--- config.mk ---
export PLATFORM = sky130hd
export DESIGN_NAME = out_port_fifo_flat
export DESIGN_NICKNAME = d
export VERILOG_FILES = /design/src/rtl/cpu16_pkg.sv /design/src/rtl/out_port_fifo_if.sv /design/src/rtl/out_fifo_ram.sv /design/src/rtl/out_port_fifo.sv /design/src/flat_wrapper.sv
export SDC_FILE = /design/constraint.sdc
export NUM_CORES = 1
export LEC_CHECK = 0
export CORE_MARGIN = 2
export CORE_UTILIZATION = 45
export DETAILED_ROUTE_END_ITERATION = 16
export GPL_TIMING_DRIVEN = 0
export PLACE_DENSITY = 0.69
export SETUP_SLACK_MARGIN = 0.3
export SYNTH_ARGS = -nofsm -noshare
export SYNTH_HDL_FRONTEND = slang
export SYNTH_HIERARCHICAL = 1
export SYNTH_SLANG_ARGS = --single-unit
--- constraint.sdc ---
create_clock -name clock -period 2.7 [get_ports clock]
set_clock_uncertainty 0.1 [all_clocks]
set_input_delay 0.405 -clock clock [delete_from_list [all_inputs] [get_ports clock]]
set_output_delay 0.405 -clock clock [all_outputs]
set_load 0.05 [all_outputs]
--- src/rtl/cpu16_pkg.sv ---
// cpu16_pkg: constants and types shared by the cpu16 processor modules.
// Holds the datapath word width, the default output FIFO depth, the
// occupancy state encoding used by out_port_fifo and a saturating
// increment helper for 16-bit event counters.
package cpu16_pkg;

    localparam int WORD_W         = 16;
    localparam int OUT_FIFO_DEPTH = 8;

    typedef enum logic [1:0] {
        OCC_EMPTY   = 2'b00,
        OCC_PARTIAL = 2'b01,
        OCC_FULL    = 2'b10
    } occ_state_t;

    // Saturating +1 on a 16-bit counter; holds at all-ones.
    function automatic logic [15:0] sat_inc16(input logic [15:0] value);
        logic [15:0] result;
        if (value == 16'hFFFF) begin
            result = value;
        end else begin
            result = value + 16'h0001;
        end
        return result;
    endfunction

endpackage

--- src/rtl/out_port_fifo_if.sv ---
// out_port_fifo_if: write strobe/data from the processor output path,
// ready/valid read side towards the slow consumer, plus status outputs.
// master = processor/consumer side, slave = the FIFO itself.
interface out_port_fifo_if
    import cpu16_pkg::*;
#(
    parameter int DEPTH = OUT_FIFO_DEPTH,
    parameter int WIDTH = WORD_W
) ();

    localparam int LVL_W = $clog2(DEPTH) + 1;

    logic             wr_en;
    logic [WIDTH-1:0] wr_data;
    logic             full;
    logic             rd_valid;
    logic             rd_ready;
    logic [WIDTH-1:0] rd_data;
    logic [LVL_W-1:0] level;
    logic [WIDTH-1:0] last_out;
    logic [15:0]      drop_count;

    modport master (
        output wr_en,
        output wr_data,
        output rd_ready,
        input  full,
        input  rd_valid,
        input  rd_data,
        input  level,
        input  last_out,
        input  drop_count
    );

    modport slave (
        input  wr_en,
        input  wr_data,
        input  rd_ready,
        output full,
        output rd_valid,
        output rd_data,
        output level,
        output last_out,
        output drop_count
    );

endinterface

--- src/rtl/out_fifo_ram.sv ---
// out_fifo_ram: DEPTH x WIDTH storage for out_port_fifo.
// Synchronous write, asynchronous read by index. Contents are never
// cleared; the owning FIFO tracks which entries are valid.
module out_fifo_ram
    import cpu16_pkg::*;
#(
    parameter int DEPTH = OUT_FIFO_DEPTH,
    parameter int WIDTH = WORD_W,
    localparam int PTR_W = $clog2(DEPTH)
) (
    input  logic             clock,
    input  logic             we,
    input  logic [PTR_W-1:0] waddr,
    input  logic [WIDTH-1:0] wdata,
    input  logic [PTR_W-1:0] raddr,
    output logic [WIDTH-1:0] rdata
);

    logic [WIDTH-1:0] mem_r [DEPTH];

    // Store the incoming word at the write index on an accepted write.
    always_ff @(posedge clock) begin
        if (we) begin
            mem_r[waddr] <= wdata;
        end
    end

    assign rdata = mem_r[raddr];

endmodule

--- src/rtl/out_port_fifo.sv ---
// out_port_fifo: first-word fall-through FIFO between the processor's
// output instruction and a slower consumer. Occupancy is kept as an
// explicit level counter with an EMPTY/PARTIAL/FULL state register; the
// pointers are never compared. Writes into a full FIFO are rejected even
// when a read happens in the same cycle. last_out mirrors the most
// recently accepted word for the legacy out register behaviour.
// Optional feature: define OUT_FIFO_DROP_COUNT_EN to build a saturating
// counter of rejected writes on drop_count; otherwise drop_count is 0.
module out_port_fifo
    import cpu16_pkg::*;
#(
    parameter int DEPTH = OUT_FIFO_DEPTH,
    parameter int WIDTH = WORD_W
) (
    input  logic             clock,
    input  logic             reset,
    out_port_fifo_if.slave   bus
);

    localparam int PTR_W = $clog2(DEPTH);
    localparam int LVL_W = PTR_W + 1;

    localparam logic [PTR_W-1:0] PTR_ZERO = PTR_W'(0);
    localparam logic [PTR_W-1:0] PTR_ONE  = PTR_W'(1);
    localparam logic [LVL_W-1:0] LVL_ZERO = LVL_W'(0);
    localparam logic [LVL_W-1:0] LVL_ONE  = LVL_W'(1);
    localparam logic [LVL_W-1:0] LVL_LAST = LVL_W'(DEPTH - 1);

    occ_state_t       state_r;
    occ_state_t       state_nxt_s;
    logic [LVL_W-1:0] level_r;
    logic [LVL_W-1:0] level_nxt_s;
    logic             full_r;
    logic             rd_valid_r;
    logic [PTR_W-1:0] wr_ptr_r;
    logic [PTR_W-1:0] rd_ptr_r;
    logic [WIDTH-1:0] last_out_r;
    logic [WIDTH-1:0] ram_rdata_s;
    logic             wr_acc_s;
    logic             rd_acc_s;

    // Handshake acceptance uses only registered flags, so a write into a
    // full FIFO is refused regardless of a same-cycle read.
    assign wr_acc_s = bus.wr_en && !full_r;
    assign rd_acc_s = rd_valid_r && bus.rd_ready;

    out_fifo_ram #(
        .DEPTH (DEPTH),
        .WIDTH (WIDTH)
    ) u_ram (
        .clock (clock),
        .we    (wr_acc_s),
        .waddr (wr_ptr_r),
        .wdata (bus.wr_data),
        .raddr (rd_ptr_r),
        .rdata (ram_rdata_s)
    );

    // Next occupancy count: +1 on write only, -1 on read only, else hold.
    always_comb begin
        level_nxt_s = level_r;
        case ({wr_acc_s, rd_acc_s})
            2'b10:   level_nxt_s = level_r + LVL_ONE;
            2'b01:   level_nxt_s = level_r - LVL_ONE;
            default: level_nxt_s = level_r;
        endcase
    end

    // Occupancy state transitions driven by accepted reads and writes.
    always_comb begin
        state_nxt_s = state_r;
        case (state_r)
            OCC_EMPTY: begin
                if (wr_acc_s) begin
                    state_nxt_s = OCC_PARTIAL;
                end else begin
                    state_nxt_s = OCC_EMPTY;
                end
            end
            OCC_PARTIAL: begin
                if (wr_acc_s && !rd_acc_s && (level_r == LVL_LAST)) begin
                    state_nxt_s = OCC_FULL;
                end else if (rd_acc_s && !wr_acc_s && (level_r == LVL_ONE)) begin
                    state_nxt_s = OCC_EMPTY;
                end else begin
                    state_nxt_s = OCC_PARTIAL;
                end
            end
            OCC_FULL: begin
                if (rd_acc_s) begin
                    state_nxt_s = OCC_PARTIAL;
                end else begin
                    state_nxt_s = OCC_FULL;
                end
            end
            default: state_nxt_s = OCC_EMPTY;
        endcase
    end

    // State, level and the registered status flags.
    always_ff @(posedge clock or posedge reset) begin
        if (reset) begin
            state_r    <= OCC_EMPTY;
            level_r    <= LVL_ZERO;
            full_r     <= 1'b0;
            rd_valid_r <= 1'b0;
        end else begin
            state_r    <= state_nxt_s;
            level_r    <= level_nxt_s;
            full_r     <= (state_nxt_s == OCC_FULL);
            rd_valid_r <= (state_nxt_s != OCC_EMPTY);
        end
    end

    // Write pointer and legacy last_out copy advance on accepted writes.
    always_ff @(posedge clock or posedge reset) begin
        if (reset) begin
            wr_ptr_r   <= PTR_ZERO;
            last_out_r <= {WIDTH{1'b0}};
        end else if (wr_acc_s) begin
            wr_ptr_r   <= wr_ptr_r + PTR_ONE;
            last_out_r <= bus.wr_data;
        end
    end

    // Read pointer advances on accepted reads; wraps naturally.
    always_ff @(posedge clock or posedge reset) begin
        if (reset) begin
            rd_ptr_r <= PTR_ZERO;
        end else if (rd_acc_s) begin
            rd_ptr_r <= rd_ptr_r + PTR_ONE;
        end
    end

`ifdef OUT_FIFO_DROP_COUNT_EN
    logic [15:0] drop_count_r;

    // Count rejected writes, saturating at all-ones; cleared only by reset.
    always_ff @(posedge clock or posedge reset) begin
        if (reset) begin
            drop_count_r <= 16'h0000;
        end else if (bus.wr_en && full_r) begin
            drop_count_r <= sat_inc16(drop_count_r);
        end
    end

    assign bus.drop_count = drop_count_r;
`else
    assign bus.drop_count = 16'h0000;
`endif

    assign bus.full     = full_r;
    assign bus.rd_valid = rd_valid_r;
    assign bus.rd_data  = ram_rdata_s;
    assign bus.level    = level_r;
    assign bus.last_out = last_out_r;

endmodule
--- src/flat_wrapper.sv ---
// flat-port wrapper written by rule: the top's interface ports become plain ports
module out_port_fifo_flat import cpu16_pkg::*;
#(
    parameter int DEPTH = OUT_FIFO_DEPTH,
    parameter int WIDTH = WORD_W
)
  (clock, reset, bus_wr_en, bus_wr_data, bus_rd_ready, bus_full, bus_rd_valid, bus_rd_data, bus_level, bus_last_out, bus_drop_count);
  out_port_fifo_if #(.DEPTH(DEPTH), .WIDTH(WIDTH)) bus_i ();
  input  logic clock;
  input  logic reset;
  input wire logic [$bits(bus_i.wr_en)-1:0] bus_wr_en;
  input wire logic [$bits(bus_i.wr_data)-1:0] bus_wr_data;
  input wire logic [$bits(bus_i.rd_ready)-1:0] bus_rd_ready;
  output wire logic [$bits(bus_i.full)-1:0] bus_full;
  output wire logic [$bits(bus_i.rd_valid)-1:0] bus_rd_valid;
  output wire logic [$bits(bus_i.rd_data)-1:0] bus_rd_data;
  output wire logic [$bits(bus_i.level)-1:0] bus_level;
  output wire logic [$bits(bus_i.last_out)-1:0] bus_last_out;
  output wire logic [$bits(bus_i.drop_count)-1:0] bus_drop_count;
  assign bus_i.wr_en = bus_wr_en;
  assign bus_i.wr_data = bus_wr_data;
  assign bus_i.rd_ready = bus_rd_ready;
  assign bus_full = bus_i.full;
  assign bus_rd_valid = bus_i.rd_valid;
  assign bus_rd_data = bus_i.rd_data;
  assign bus_level = bus_i.level;
  assign bus_last_out = bus_i.last_out;
  assign bus_drop_count = bus_i.drop_count;
  out_port_fifo #(.DEPTH(DEPTH), .WIDTH(WIDTH)) u_core (.clock(clock), .reset(reset), .bus(bus_i));
endmodule
Word level (Yosys, flattened, before mapping). Memories as Yosys holds them, arrays and structs flattened. Cells that the tools add are included.

Register bits after elaboration: 30. Bits in writable memories: 128. Input bits: 20. Output and inout bits: 54. Word-level logic and storage cells: 39. Memories kept: 1.

Add/sub/neg operators: 4. Eq/ne operators: 7. Muxes and demuxes: 8. Reductions and logical operators: 12.

Memories: u_core.u_ram.mem_r (depth 8, width 16, rd ports 1, clocked after memory_dff 0, write ports 1, line out_fifo_ram.sv:19) `logic [WIDTH-1:0] mem_r [DEPTH];`.

Operators by type and width (number): $pmux W4 S2 (1); $add A3 B1 Y3 const B (2); $eq A2 B2 Y1 const B (3); $logic_and A1 B1 Y1 (6); $pmux W2 S3 (1); $add A4 B1 Y4 const B (1); $eq A2 B1 Y1 const B (2); $eq A4 B1 Y1 const B (1); $eq A4 B3 Y1 const B (1); $mux W1 (4); $mux W2 (2); $reduce_bool A2 Y1 (2); $sub A4 B1 Y4 const B (1); $logic_not A1 Y1 (3); $logic_not A2 Y1 (1).

Logic depth before layout (Yosys ltp). Gate-level depths: netlist (run 1).

Word-level depth: 9. Mapped depth: 8. Depth with buffers taken out: 6.

Cells and area by module. Netlist (run 1), hierarchy kept.

Modules (own cells, without submodules): out_fifo_ram (instances 1, cells an instance 198, area an instance 4973.5 sq um, sequential area each 3843.7 sq um); out_port_fifo (instances 1, cells an instance 111, area an instance 1412.6 sq um, sequential area each 750.7 sq um).

Least setup slack after synthesis (run 1). Ideal clock, no wire load.

Kind: register to register. Start point: reg u_core.full_r (netlist: u_core/bus.full). End point: mem u_core/u_ram/mem_r[0][0] (netlist name) (enable). Setup time: 0.409 ns. Arrival time: 2.403 ns. Setup slack: -0.212 ns. Stages on the path, launching flop included: 6. Buffers on the path: 2. Period minus slack after synthesis: 2.912 ns. Cell sequence: dfrtp_1 > nor2b_1 > clkbuf_1 > buf_2 > nand2b_1 > nor3_1.

Word-level cells in the longest chain between the ends: 4.

RTL lines: from (decl) (line out_port_fifo.sv:33) `logic full_r;`; from (signal assigned) (line out_port_fifo.sv:110) `full_r <= (state_nxt_s == OCC_FULL);`; $logic_not A1 Y1 (line out_port_fifo.sv:44) `assign wr_acc_s = bus.wr_en && !full_r;`; $logic_and A1 B1 Y1 (line out_port_fifo.sv:44); named net u_core.wr_acc_s (line out_port_fifo.sv:39) `logic wr_acc_s;`; $mux W1 (line out_fifo_ram.sv:23) `if (we) begin`; $mux W1 (not written as such) (line out_fifo_ram.sv:24) `mem_r[waddr] <= wdata;`; to (decl) (line out_fifo_ram.sv:19).

The timed path passes the listed nets, and every way through them passes these cells.

Worst setup path after layout (run 1).
Start point: reg u_core.rd_ptr_r[0]. End point: out bus_rd_data[0].

Word-level cells in the longest chain between the ends: 1.

RTL lines: from (decl) (line out_port_fifo.sv:36) `logic [PTR_W-1:0] rd_ptr_r;`; from (signal assigned) (line out_port_fifo.sv:131) `rd_ptr_r <= rd_ptr_r + PTR_ONE;`; $mem_v2 Z8 W16; to (decl) (line flat_wrapper.sv:16) `output wire logic [$bits(bus_i.rd_data)-1:0] bus_rd_data;`.

No other way between the ends.

==> results of run 1 <==
metal layers:
layer  vias to the layer above  part of all wire, %  wire length (microns)
li1                       1423                    -                      -
met1                      1619                   42                   5076
met2                        79                   52                   6290
met3                        15                  4.6                    563
met4                         0                  1.7                    201
met5                         -                    0                      0
logic make-up (layout without fill, tap and decap cells):
| group | Yosys count | count (layout) | synth area share, % |
|---|---|---|---|
| xor gates and xnor gates | 8 | 8 | 1.097 |
| buffers and inverters | 33 | 142 | 3.409 |
| AOI/OAI and AO/OA | 6 | 6 | 0.5877 |
| DFF | 158 | 158 | 71.94 |
| other | 1 | 16 | 0.05872 |
| adders and majority gates | 7 | 7 | 1.371 |
| muxes | 68 | 68 | 19.24 |
| and+or+nand+nor | 28 | 28 | 2.292 |
cells in the final DEF (no fill, tap or decap), types with 5 or more instances in the layout:
cell type / instances
buf_8: 14
mux4_2: 31
mux2_4: 14
xnor2_1: 5
buf_4: 24
nand2_1: 8
clkdlybuf4s50_1: 41
inv_6: 6
mux2_2: 20
conb_1: 16
dfrtp_1: 30
ha_1: 7
clkbuf_16: 19
buf_6: 9
buf_12: 6
nor2_4: 5
edfxtp_1: 128
inv_1: 5
timing repair:
| action | in CTS | in global routing |
|---|---|---|
| pin swaps | 6 | 1 |
| cloned | 1 | 2 |
| endpoints found under the setup margin | 116 | 26 |
| buffers inserted | 9 | 1 |
| gates resized for setup | 159 | 26 |
power groups by stage:
stage / clock (uW) / sequential (uW) / combinational [uW]
global route: 2540 / 3320 / 4480
global placement: 0 / 3290 / 3370
floorplan: 0 / 3520 / 2190
detailed placement: 0 / 3320 / 3500
CTS: 2430 / 3270 / 4070
finish: 2390 / 3280 / 4260
stage by stage:
stage	hold slack (ns)	total power (uW)	std cells	setup slack (ns)	util [%]
CTS	0.3190	9780	610	0.02110	59.15
global route	0.3557	10340	613	0.02268	59.40
finish	0.3060	9928	613	0.08949	59.40
detailed placement	0.3949	6821	568	-0.4722	53.18
floorplan	0.3574	5712	324	0.2142	-
global placement	0.3756	6664	561	-0.8650	52.22
state kept, by name, summed over array words and instances (netlist names):
signal,cells
u_core/bus.full,1
u_core/bus.last_out,16
u_core/bus.level,4
u_core/bus.rd_valid,1
u_core/rd_ptr_r,3
u_core/state_r,2
u_core/u_ram/mem_r,128
u_core/wr_ptr_r,3
critical path, stage by stage, from the launching register on:
cell and delay [ns]:
dfrtp_1 0.39, buf_12 0.17, clkbuf_16 0.17, mux4_2 0.52, mux2_4 0.29, buf_8 0.15
final cells by class:
type	count	area, sq um	share of cell area (%)
Clock inverter	15	173.9	2.109
Timing Repair Buffer	77	919.6	11.15
Multi-Input combinational cell	133	1644	19.94
Inverter	5	18.77	0.2276
Tap cell	180	225.2	2.731
Clock buffer	17	425.4	5.159
Buffer	28	244.0	2.959
Sequential cell	158	4594	55.72
path summary, 6_finish.rpt:
check | to | start | slack [ns] | depth (start not counted)
setup / recovery | bus_rd_data[0] | u_core/rd_ptr_r[0] | 0.09 | 5
hold / removal | u_core/bus.last_out[7] | reset | 0.31 | 2
setup reg to reg | u_core/u_ram/mem_r[4][13] | u_core/bus.full | 0.43 | 6
hold reg to reg | u_core/wr_ptr_r[2] | u_core/wr_ptr_r[2] | 0.40 | 1
max in group asynchronous | u_core/rd_ptr_r[2] | reset | 1.65 | 3
min in group clock | u_core/wr_ptr_r[2] | u_core/wr_ptr_r[2] | 0.40 | 1
==> metrics.txt, run 1 <==
Final #Nets=447; TritonRoute pass-1 iters=4; Worst Setup End Kind=output pin; row count=43; Port Buffers=57; DR iter-0 viols=198; largest net degree at the start of global routing=20; Remaining DRCs=0; Cell Pwr Density=1204 mW/mm^2; final clock period utilization by the worst path=96.69%; Synth Area per Inst=between 20 and 25 sq um; most frequent cell after synthesis=edfxtp_1; worst-skew pair later-pin latency=0.42 ns; met2 Usage GRT=28.30%; number of global-route vias before repair=3166; DP Area=0.007382 sq mm; fmax=approximately 380 MHz; Sequential Power Share=33.0%; NetSw=3483 uW; grt total ovfl=0; CTS tree=done; Final Max Slew Viols=0; first-pass GRT wire length=17950 microns; fraction of layout cells with a size suffix above 1=39.03%; register area share after synthesis=71.94%; Fin. Hold Viols=0; most instantiated cells after synthesis=edfxtp_1 (128), mux2_2 (34), dfrtp_1 (30); CTS root buffer=clkbuf_16; clock slew at reported path FFs=0.07 ns; TritonCTS Buffers=17; Max Cap Violations=0; Slew @ Worst Pin=0.7246 ns; synthesized flop and latch total=158; Synth area leader=edfxtp_1; Power Internal=6445 uW; Synth Instances=around 310; Distinct cells, synth=30; ant diodes=0; # fillers=1014; Hold WC Path Type=in2async; total global-route track usage=16.93%; Clock Path Buffers=2; Core Area=0.01388 sq mm; GR Util met1=21.23%; grt met3 use=4.105%; Die ar.=0.01516 sq mm; Async SR Flop Fraction=18.99%; CTS Sinks=158; vias per cell=5.116; combinational power share=around 43%; Final Instance Area=slightly above 0.008 sq mm; CP Data Arrival Time=around 2.1 ns; Starting Density=between 40% and 50%; Worst Path Max Fanout=7; CTS H-tree lvls=4; Area Overhead vs Synth=29.11%; status=finished, final reports clean; GR peak layer=met2; Final ANT Viol Nets=0; yosys warns=6; total wire length=12130 microns; static leakage=0.003008 uW; CP Class=reg2out; Clock power frac=24.0%; post-DP HPWL=7468 microns; Critical Path RT=2.19 ns; Vias=3136; Post-synth EDFFs=128; prevailing post-synth register cell=edfxtp_1; peak supply drop=636.2 uV; Synth area leaders=edfxtp_1 (60%), dfrtp_1 (12%), mux4_1 (12%); gp weighted congestion=approximately 0.74; initial antenna violation count=0; I/O Pins=74; RSZ-0062 raised after global routing=yes; post-synth top area share=60.19%; max_slew headroom=51.64%; # hold bufs at CTS=0; final setup fails=0; sw frac=35.08%; Startpoint Class=flip-flop; Die H=123.1 microns; Cell Area, Synth=0.006386 sq mm; Die Span X=~120 microns; setup TNS=0 ns; minimum clock period=between 2 and 3 ns; drt wl/cell=19.79 microns
(Power assumes the default switching activity.)
==> run 2, diff against run 1 <==
- PLACE_DENSITY: 0.69 -> 0.66
- clock period: 2.7 -> 2.9 ns (I/O delays scaled with it)
==> metrics.txt, run 2 (synthesis gave the netlist of run 1 again) <==
status=finished, final reports clean; Remaining DRCs=0; post-DP HPWL=between 7000 and 8000 microns; first-pass GRT wire length=17930 microns; Largest delay share family, worst path=multiplexers; static leakage=0.003012 uW; clock slew at reported path FFs=0.06 ns; overall power=just under 9000 uW; total wire length=12100 microns; Reg2Reg Capture Point=u_core/u_ram/mem_r[4][3]; Die ar.=0.01516 sq mm; Port Buffers=57; reg2reg start=u_core/bus.full; Cell Pwr Density=1077 mW/mm^2; Die Span X=between 100 and 150 microns; final setup fails=0; Clock Path Buffers=2; reg-to-reg slack, setup=0.55 ns; worst-skew pair later-pin latency=0.42 ns; total stage count of the critical path=5; vias per cell=5.125; final clock period utilization by the worst path=92.20%; max_slew headroom=49.82%; # hold bufs at CTS=0; most common cell after layout, fill and taps aside=edfxtp_1; Vias=3147; Fin. Hold Viols=0; Worst Path Max Fanout=10; CTS root buffer=clkbuf_16; Starting Density=46.01%; worst setup path end=bus_rd_data[8]; Area Overhead vs Synth=27.92%; largest net degree at the start of global routing=31; # fillers=1051; Die H=123.1 microns; largest register by flop count=u_core/u_ram/mem_r; CP Cell Sequence=buf_6 -> buf_12 -> mux4_1 -> mux2_2 -> buf_4; CP Data Arrival Time=2.14 ns; Crit path buffers/inverters=3; number of global-route vias before repair=3094; CP Class=reg2out; RSZ-0062 raised after global routing=yes; fraction of layout cells with a size suffix above 1=~34%; flip-flop count of the largest register after layout=128; drt wl/cell=19.70 microns; TritonRoute pass-1 iters=6; Slew @ Worst Pin=0.7517 ns; CTS Sinks=between 150 and 200; Hold WC Path Type=in2async; worst setup path start=u_core/rd_ptr_r[0]; gp weighted congestion=roughly 0.70; worst reg2reg path depth=6; TritonCTS Buffers=17; minimum clock period=around 2.7 ns; WHS=~0.37 ns; initial antenna violation count=0; Startpoint Class=flip-flop; Final Max Slew Viols=0; PnR worst setup slack=0.2263 ns; Max Cap Violations=0; Worst Setup End Kind=output pin; Final Instance Area=0.008169 sq mm; area occupied by multi-input gates=0.001679 sq mm; Crit path largest cell delay=0.56 ns; Final #Nets=449; Critical Path RT=2.37 ns; DP Worst Slack=-0.3303 ns; row count=43; Final ANT Viol Nets=0; Core Area=0.01388 sq mm; fmax=between 300 and 400 MHz; grt total ovfl=0; crit path max-delay cell type=mux4_1; I/O Pins=between 70 and 80; CTS H-tree lvls=4; peak supply drop=between 600 and 700 uV; flip-flop and latch area=approximately 0.0046 sq mm; total global-route track usage=17.16%; CTS tree=done; most frequent cells in the layout=edfxtp_1 (128), clkdlybuf4s50_1 (41), buf_4 (37); ant diodes=0; DR iter-0 viols=172; DP Area=roughly 0.0074 sq mm
[run 2: where the power goes]
part / internal [uW] / switching (uW) / leakage, uW
Clock: 1450 / 839 / 0.000300
Sequential: 2850 / 188 / 0.00151
Combinational: 1460 / 2010 / 0.00120
[run 2: worst min-delay path by stage]
stage | start | to | cells after the start
finish | reset | u_core/bus.last_out[11] | 2
global route | reset | u_core/bus.last_out[8] | 2
CTS | u_core/bus.last_out[13] | u_core/bus.last_out[13] | 1
detailed placement | u_core/wr_ptr_r[2] | u_core/wr_ptr_r[2] | 1
global placement | u_core/wr_ptr_r[2] | u_core/wr_ptr_r[2] | 1
floorplan | u_core/wr_ptr_r[2] | u_core/wr_ptr_r[2] | 1
[run 2: timing repair]
action,CTS,global route
gates cloned,0,0
pin swaps,1,7
resized for setup,122,4
buffers inserted,3,12
endpoints found under the setup margin,84,76
[run 2: per-layer routing]
layer  routed length (microns)  track usage [%]  vias up
li1                          -                -     1435
met1                      5431            22.82     1620
met2                      5930            26.68       75
met3                       516            4.613       17
met4                       219            7.670        0
met5                         0                0        -
[run 2: layout make-up]
class                           instances  share of cell area (%)
Inverter                                5                  0.2297
Sequential cell                       158                   56.24
Multi-Input combinational cell        133                   20.55
Tap cell                              180                   2.757
Clock buffer                           19                   5.422
Buffer                                 28                   2.818
Timing Repair Buffer                   79                   9.910
Clock inverter                         12                   2.068
[run 2: per-stage QoR]
step / setup TNS, ns / utilization (%) / std cells
5_1_grt: 0 / 58.85 / 614
6_report: 0 / 58.85 / 614
2_1_floorplan: 0 / - / 324
3_3_place_gp: -101.74 / 52.22 / 561
3_5_place_dp: -18.87 / 53.09 / 568
4_1_cts: 0 / 58.04 / 602
